$ cat config.mk
export PLATFORM = sky130hd
export DESIGN_NAME = hit_pair_issue
export DESIGN_NICKNAME = d
export VERILOG_FILES = /design/src/rtl/zbuff_pkg.sv /design/src/rtl/hit_pair_issue_fifo.sv /design/src/rtl/hit_pair_issue.sv
export SDC_FILE = /design/constraint.sdc
export NUM_CORES = 1
export LEC_CHECK = 0
export BUFFER_PORTS_ARGS = -buffer_cell sky130_fd_sc_hd__buf_2
export CORE_ASPECT_RATIO = 0.6
export CORE_MARGIN = 4
export CORE_UTILIZATION = 44
export CTS_BUF_LIST = sky130_fd_sc_hd__clkbuf_2
export CTS_CLUSTER_DIAMETER = 150
export DETAILED_ROUTE_END_ITERATION = 8
export SYNTH_ARGS = -nofsm -noshare
export SYNTH_HDL_FRONTEND = slang
export SYNTH_SLANG_ARGS = --single-unit
$ cat constraint.sdc
create_clock -name clk -period 12.2 [get_ports clk]
set_input_delay 1.22 -clock clk [delete_from_list [all_inputs] [get_ports clk]]
set_output_delay 1.22 -clock clk [all_outputs]
set_load 0.01 [all_outputs]
$ cat src/rtl/zbuff_pkg.sv
// zbuff_pkg: shared widths and hit entry type for the raster-to-zbuffer path
package zbuff_pkg;
    localparam int SIGFIG = 24;
    localparam int RADIX = 10;
    localparam int AXIS = 3;
    localparam int COLORS = 3;
    typedef logic signed [SIGFIG-1:0] sig_t;
    typedef logic [SIGFIG-1:0] uns_t;
    typedef struct packed {
        sig_t [AXIS-1:0] hit;
        uns_t [COLORS-1:0] color;
    } hit_entry_t;
endpackage

$ cat src/rtl/hit_pair_issue_fifo.sv
// hit_fifo: hit entry FIFO with head/head+1 peek and a 0/1/2 entry pop
module hit_fifo
    import zbuff_pkg::*;
#(
    parameter int DEPTH = 4,
    parameter int DEPTH_L2 = 2
) (
    input logic clk,
    input logic rst,
    input logic push,
    input hit_entry_t din,
    input logic [1:0] pop,
    output hit_entry_t head,
    output hit_entry_t head_1,
    output logic [DEPTH_L2:0] cnt
);
    localparam int PW = DEPTH_L2 + 1;
    hit_entry_t mem [DEPTH];
    logic [DEPTH_L2:0] wr_ptr, rd_ptr, rd_nxt;
    assign rd_nxt = rd_ptr + PW'(1);
    assign head = mem[rd_ptr[DEPTH_L2-1:0]];
    assign head_1 = mem[rd_nxt[DEPTH_L2-1:0]];
    assign cnt = wr_ptr - rd_ptr;
    always_ff @(posedge clk or negedge rst)
        if (!rst) begin
            wr_ptr <= '0;
            rd_ptr <= '0;
        end else begin
            wr_ptr <= wr_ptr + PW'(push);
            rd_ptr <= rd_ptr + PW'(pop);
        end
    always_ff @(posedge clk)
        if (push) mem[wr_ptr[DEPTH_L2-1:0]] <= din;
endmodule

$ cat src/rtl/hit_pair_issue.sv
// hit_pair_issue: buffers single-lane hits and issues same-color pairs on the dual-lane zbuffer input
module hit_pair_issue
    import zbuff_pkg::*;
#(
    parameter int DEPTH = 4,
    parameter int DEPTH_L2 = 2
) (
    input logic clk,
    input logic rst,
    input logic signed [SIGFIG-1:0] hit_R17S [AXIS],
    input logic [SIGFIG-1:0] color_R17U [COLORS],
    input logic hit_valid_R17H,
    output logic halt_R17L,
    input logic halt_RnnnnL,
    output logic signed [SIGFIG-1:0] hit_R18S [AXIS],
    output logic signed [SIGFIG-1:0] hit_R18S_2 [AXIS],
    output logic [SIGFIG-1:0] color_R18U [COLORS],
    output logic hit_valid_R18H,
    output logic hit_valid_R18H_2,
    output logic [DEPTH_L2:0] fifo_cnt_RnnnnU,
    output logic [31:0] pair_cnt_RnnnnU
);
    localparam logic [DEPTH_L2:0] FULL = (DEPTH_L2+1)'(DEPTH);
    localparam logic [DEPTH_L2:0] ONE = (DEPTH_L2+1)'(1);
    hit_entry_t din, head, head_1;
    logic push;
    logic [1:0] pop;
    always_comb begin
        din = '0;
        for (int i = 0; i < AXIS; i++) din.hit[i] = hit_R17S[i];
        for (int i = 0; i < COLORS; i++) din.color[i] = color_R17U[i];
    end
    assign halt_R17L = rst && fifo_cnt_RnnnnU < FULL;
    assign push = hit_valid_R17H && halt_R17L;
    // the shared color bus only allows pairing when every channel matches
    assign pop = !halt_RnnnnL || fifo_cnt_RnnnnU == '0 ? 2'd0 :
                 fifo_cnt_RnnnnU > ONE && head.color == head_1.color ? 2'd2 : 2'd1;
    hit_fifo #(.DEPTH(DEPTH), .DEPTH_L2(DEPTH_L2)) u_fifo (
        .clk(clk),
        .rst(rst),
        .push(push),
        .din(din),
        .pop(pop),
        .head(head),
        .head_1(head_1),
        .cnt(fifo_cnt_RnnnnU)
    );
    always_ff @(posedge clk or negedge rst)
        if (!rst) begin
            hit_R18S <= '{default: '0};
            hit_R18S_2 <= '{default: '0};
            color_R18U <= '{default: '0};
            hit_valid_R18H <= 1'b0;
            hit_valid_R18H_2 <= 1'b0;
            pair_cnt_RnnnnU <= '0;
        end else begin
            hit_valid_R18H <= pop != 2'd0;
            hit_valid_R18H_2 <= pop == 2'd2;
            if (pop != 2'd0) begin
                for (int i = 0; i < AXIS; i++) begin
                    hit_R18S[i] <= head.hit[i];
                    hit_R18S_2[i] <= pop == 2'd2 ? head_1.hit[i] : '0;
                end
                for (int i = 0; i < COLORS; i++) color_R18U[i] <= head.color[i];
            end
            if (pop == 2'd2) pair_cnt_RnnnnU <= pair_cnt_RnnnnU + 32'd1;
        end
endmodule

==> qor_table.md <==
| Step | Item | Reported |
|:---|:---|:---|
| clock tree | TritonCTS clock tree | yes |
| run | Max-cap violations | 0 |
| final layout | Final instance area | 0.0435 mm² |
| critical path | Reg2reg setup slack | 6410 ps |
| sta | Final worst hold slack | 294 ps |
| synthesis | Dominant register cell in the synthesized netlist | sky130_fd_sc_hd__edfxtp_1 |
| sta | Fmax | 173 MHz |
| sta | Time the worst path needs with I/O delays and setup | 5790 ps |
| clock tree | Count of cells resized by post-cts repair | 0 |
| synthesis | Async set-or-reset flop fraction in the synthesized netlist | 0.308 |
| critical path | Data arrival, critical path | 7100 ps |
| sta | Max transition margin | 0.252 |
| final layout | Share of the core filled with cells | 0.521 |
| sta | Unrepaired setup endpoints after global routing | no |
| clock tree | Clock input transition at the sequential cells of the worst setup and hold paths | 110 ps |
| power | VDD IR max | 0.000196 V |
| final layout | Fin nets | 3615 |
| sta | Tcrit/Tclk final | 0.474 |
| floorplanning | Starting density of the core | 0.444 |
| clock tree | CTS Root Cell | sky130_fd_sc_hd__clkbuf_2 |
| synthesis | Unique masters post-synth | 81 |
| placed design | IO Port Bufs | 401 |
| synthesis | Number of warning messages in the yosys log | 0 |
| critical path | Kind of end point of the critical path | register |
| floorplanning | Die Footprint | 0.0890 mm² |
| final layout | Count of non-filler cells in the finished layout | 4769 |
| synthesis | Synthesized netlist net count | 2999 |
| final layout | Fill count | 7311 |
| floorplanning | Die H | 233 µm |
| sta | Final number of hold-violating endpoints | 0 |
| clock tree | Insertion delay of the later-clocked pin in the worst-skew pair | 1440 ps |
| power | P per Cell Area | 216 mW/mm² |
| synthesis | Gate count after technology mapping | 2844 |
| placed design | Number of cells after detailed placement | 4254 |
| floorplanning | I/O Pins | 402 |
| synthesis | Area of the mapped netlist | 0.0370 mm² |
| sta | Fin Setup TNS | 0 ps |
| power | Leakage Power | 17.8 nW |
| routing | Detail-routed via count per cell | 5.51 |
| clock tree | Total clock buffers created by CTS | 191 |
| critical path | Type of the setup path with the least slack | reg2reg |
| routing | Number of nets with antenna violations after detailed routing | 0 |
| grt | Overall track demand over capacity in global routing | 0.268 |
| synthesis | Fraction of the yosys area taken by sequential cells | 0.640 |
| final layout | Area delta synth->final | 17.3% |
| sta | Final setup violating endpoints | 0 |
| placed design | Post-DP Area | 0.0401 mm² |
| grt | Number of global-route vias before repair | 25700 |
| grt | Total congestion overflow | 0 |
| placed design | Final GP Congestion | 0.966 |
| grt | Global-route wire length before repair | 174000 µm |
| grt | Initial antenna violation count | 13 |
| routing | Total via count in the routed design | 26300 |
| floorplanning | Site row count | 82 |
| placed design | HPWL after DPL | 82300 µm |
| routing | Detailed Routing Iterations Pass 1 | 7 |
| routing | Initial DRC count | 2337 |
| final layout | Proportion of layout cells with a drive suffix above 1 | 0.254 |
| clock tree | H-tree level count | 4 |
| synthesis | Number of enable flip-flop cells after synthesis | 576 |
| critical path | Biggest fanout along the worst timing path | 133 |
| worst hold path | Hold Path Class | in2reg |
| critical path | CP Launch Type | register |
| routing | Count of unresolved DRC violations after routing | 0 |
| routing | WL/cell | 25.3 µm |
| grt | Largest net degree at the start of global routing | 215 |
| sta | Least-Margin Pin Slew | 1120 ps |
| sta | Clock Skews | 88.4 ps |
| run status | Result of the run | complete, no violations |
| routing | DRT Wirelength | 121000 µm |
| synthesis | Number of flip-flops and latches in the synthesized netlist | 832 |
| floorplanning | Core Box Area | 0.0834 mm² |
| floorplanning | Width of the chip | 383 µm |
| clock tree | Clock sink count | 832 |
| synthesis | Mean Syn Cell Area | 13.0 µm² |
| clock tree | Worst-case clock buffer depth | 3 |
| critical path | Worst Path Required | 13510 ps |
| sta | Count of pins over their slew limit | 0 |
[worst paths after layout]
check | cells past startpoint | startpoint | end
setup / recovery | 11 | u_fifo.rd_ptr[0] | hit_R18S_2[41]
hold / removal | 3 | hit_valid_R17H | u_fifo.wr_ptr[0]
setup reg to reg | 11 | u_fifo.rd_ptr[0] | hit_R18S_2[41]
hold reg to reg | 2 | hit_R18S[67] | hit_R18S[67]
max in group asynchronous | 5 | rst | hit_R18S_2[42]
min in group asynchronous | 3 | rst | color_R18U[36]
[where the power goes]
part           total [mW]  internal (mW)  leakage [nW]  switching (mW)
Clock                1.85          0.717          1.40            1.14
Sequential           3.87           3.55          8.51           0.316
Combinational        3.65           1.31          7.88            2.33
Total                9.37           5.58          17.8            3.79
[critical path: stages, from the launching register on]
cell and delay [ps]:
sky130_fd_sc_hd__dfrtp_4 750, sky130_fd_sc_hd__buf_12 480, sky130_fd_sc_hd__nor2b_1 890, sky130_fd_sc_hd__o21ai_0 240, sky130_fd_sc_hd__nor4_1 570, sky130_fd_sc_hd__o31ai_1 210, sky130_fd_sc_hd__and4b_1 290, sky130_fd_sc_hd__nand4_1 260
sky130_fd_sc_hd__buf_4 350, sky130_fd_sc_hd__or2_2 630, sky130_fd_sc_hd__buf_4 450, sky130_fd_sc_hd__o21ai_1 230
[cell usage in the layout, fill, tap and decap left out, types with 23 or more instances in the layout]
cell type                       instances
sky130_fd_sc_hd__nand3_1               26
sky130_fd_sc_hd__o21ai_1               60
sky130_fd_sc_hd__nand2_1              464
sky130_fd_sc_hd__edfxtp_1             576
sky130_fd_sc_hd__nor4_1                24
sky130_fd_sc_hd__nor3_1                43
sky130_fd_sc_hd__buf_2                400
sky130_fd_sc_hd__nand4_1               23
sky130_fd_sc_hd__xnor2_1               96
sky130_fd_sc_hd__dfrtp_1              254
sky130_fd_sc_hd__clkbuf_2             297
sky130_fd_sc_hd__a21oi_1              107
sky130_fd_sc_hd__dlygate4sd3_1        147
sky130_fd_sc_hd__nand2b_1              26
sky130_fd_sc_hd__o21ai_0              183
sky130_fd_sc_hd__mux2_2                73
sky130_fd_sc_hd__inv_1                 71
sky130_fd_sc_hd__nor2_1                95
sky130_fd_sc_hd__clkinv_1              41
sky130_fd_sc_hd__xor2_1               106
sky130_fd_sc_hd__mux4_2                76
sky130_fd_sc_hd__mux2i_1              148
[Yosys cell counts, types with 7 or more instances]
master,instances,area (µm²)
sky130_fd_sc_hd__edfxtp_1,576,17300
sky130_fd_sc_hd__nand2_1,465,1750
sky130_fd_sc_hd__dfrtp_1,256,6410
sky130_fd_sc_hd__o21ai_0,183,916
sky130_fd_sc_hd__mux2i_1,148,1480
sky130_fd_sc_hd__a21oi_1,107,536
sky130_fd_sc_hd__xor2_1,106,928
sky130_fd_sc_hd__nor2_1,97,364
sky130_fd_sc_hd__xnor2_1,96,841
sky130_fd_sc_hd__clkbuf_1,85,319
sky130_fd_sc_hd__mux4_2,76,1710
sky130_fd_sc_hd__mux2_2,73,822
sky130_fd_sc_hd__inv_1,71,267
sky130_fd_sc_hd__o21ai_1,60,300
sky130_fd_sc_hd__nor3_1,43,215
sky130_fd_sc_hd__buf_2,33,165
sky130_fd_sc_hd__nand2b_1,26,163
sky130_fd_sc_hd__nand3_1,26,130
sky130_fd_sc_hd__buf_1,24,90.1
sky130_fd_sc_hd__nor4_1,24,150
sky130_fd_sc_hd__nand4_1,23,144
sky130_fd_sc_hd__a221oi_1,21,184
sky130_fd_sc_hd__nor2b_1,21,131
sky130_fd_sc_hd__o22ai_1,18,113
sky130_fd_sc_hd__a31oi_1,11,68.8
sky130_fd_sc_hd__and3_1,10,62.6
sky130_fd_sc_hd__o2111ai_1,8,70.1
sky130_fd_sc_hd__a211oi_1,7,52.6
sky130_fd_sc_hd__and2_1,7,43.8
sky130_fd_sc_hd__and3b_1,7,61.3
sky130_fd_sc_hd__buf_6,7,78.8
sky130_fd_sc_hd__o21a_1,7,52.6
sky130_fd_sc_hd__o221ai_1,7,61.3
[per-layer routing]
| metal | vias up | GRT usage | part of all wire |
|---|---|---|---|
| met5 | - | 0 | 0.00060 |
| met4 | 12 | 0.0813 | 0.018 |
| met3 | 165 | 0.0693 | 0.087 |
| met2 | 1057 | 0.366 | 0.41 |
| met1 | 13200 | 0.415 | 0.48 |
| li1 | 11800 | - | - |
[final cells by class]
class | instances | area [µm²] | area share
multi-input combinational | 1785 | 12400 | 0.285
clock buffer | 297 | 1490 | 0.0342
antenna | 10 | 25.0 | 0.000576
timing repair buffer | 576 | 3790 | 0.0871
clock inverter | 61 | 348 | 0.00800
inverter | 74 | 278 | 0.00639
tap | 1134 | 1420 | 0.0327
sequential | 832 | 23700 | 0.546
[cell families after synthesis]
family                   share of synthesized area
flip-flops                                   0.640
AND/OR/NAND/NOR                             0.0932
AO/OA/AOI/OAI                               0.0803
multiplexers                                 0.109
buffers and inverters                       0.0259
XOR/XNOR                                    0.0488
adder cells (fa/ha/maj)                    0.00277
[registers in the layout, indices dropped and copies added, names as in the netlist]
register	count
u_fifo.wr_ptr	3
color_R18U	72
u_fifo.mem	576
pair_cnt_RnnnnU	32
hit_valid_R18H_2	1
hit_R18S	72
u_fifo.rd_ptr	3
hit_R18S_2	72
hit_valid_R18H	1
[metrics by stage]
stage / worst slack [ps] / power (mW)
3_3_place_gp: 6780 / 7.46
4_1_cts: 6630 / 9.43
3_5_place_dp: 6610 / 7.51
2_1_floorplan: 4080 / 6.19
5_1_grt: 6210 / 9.93
6_report: 6410 / 9.37
[repair_timing]
action	CTS	global route
hold buffers	147	0
setup buffers	0	0
endpoints found under the hold margin	697	0
(Power assumes the default switching activity.)
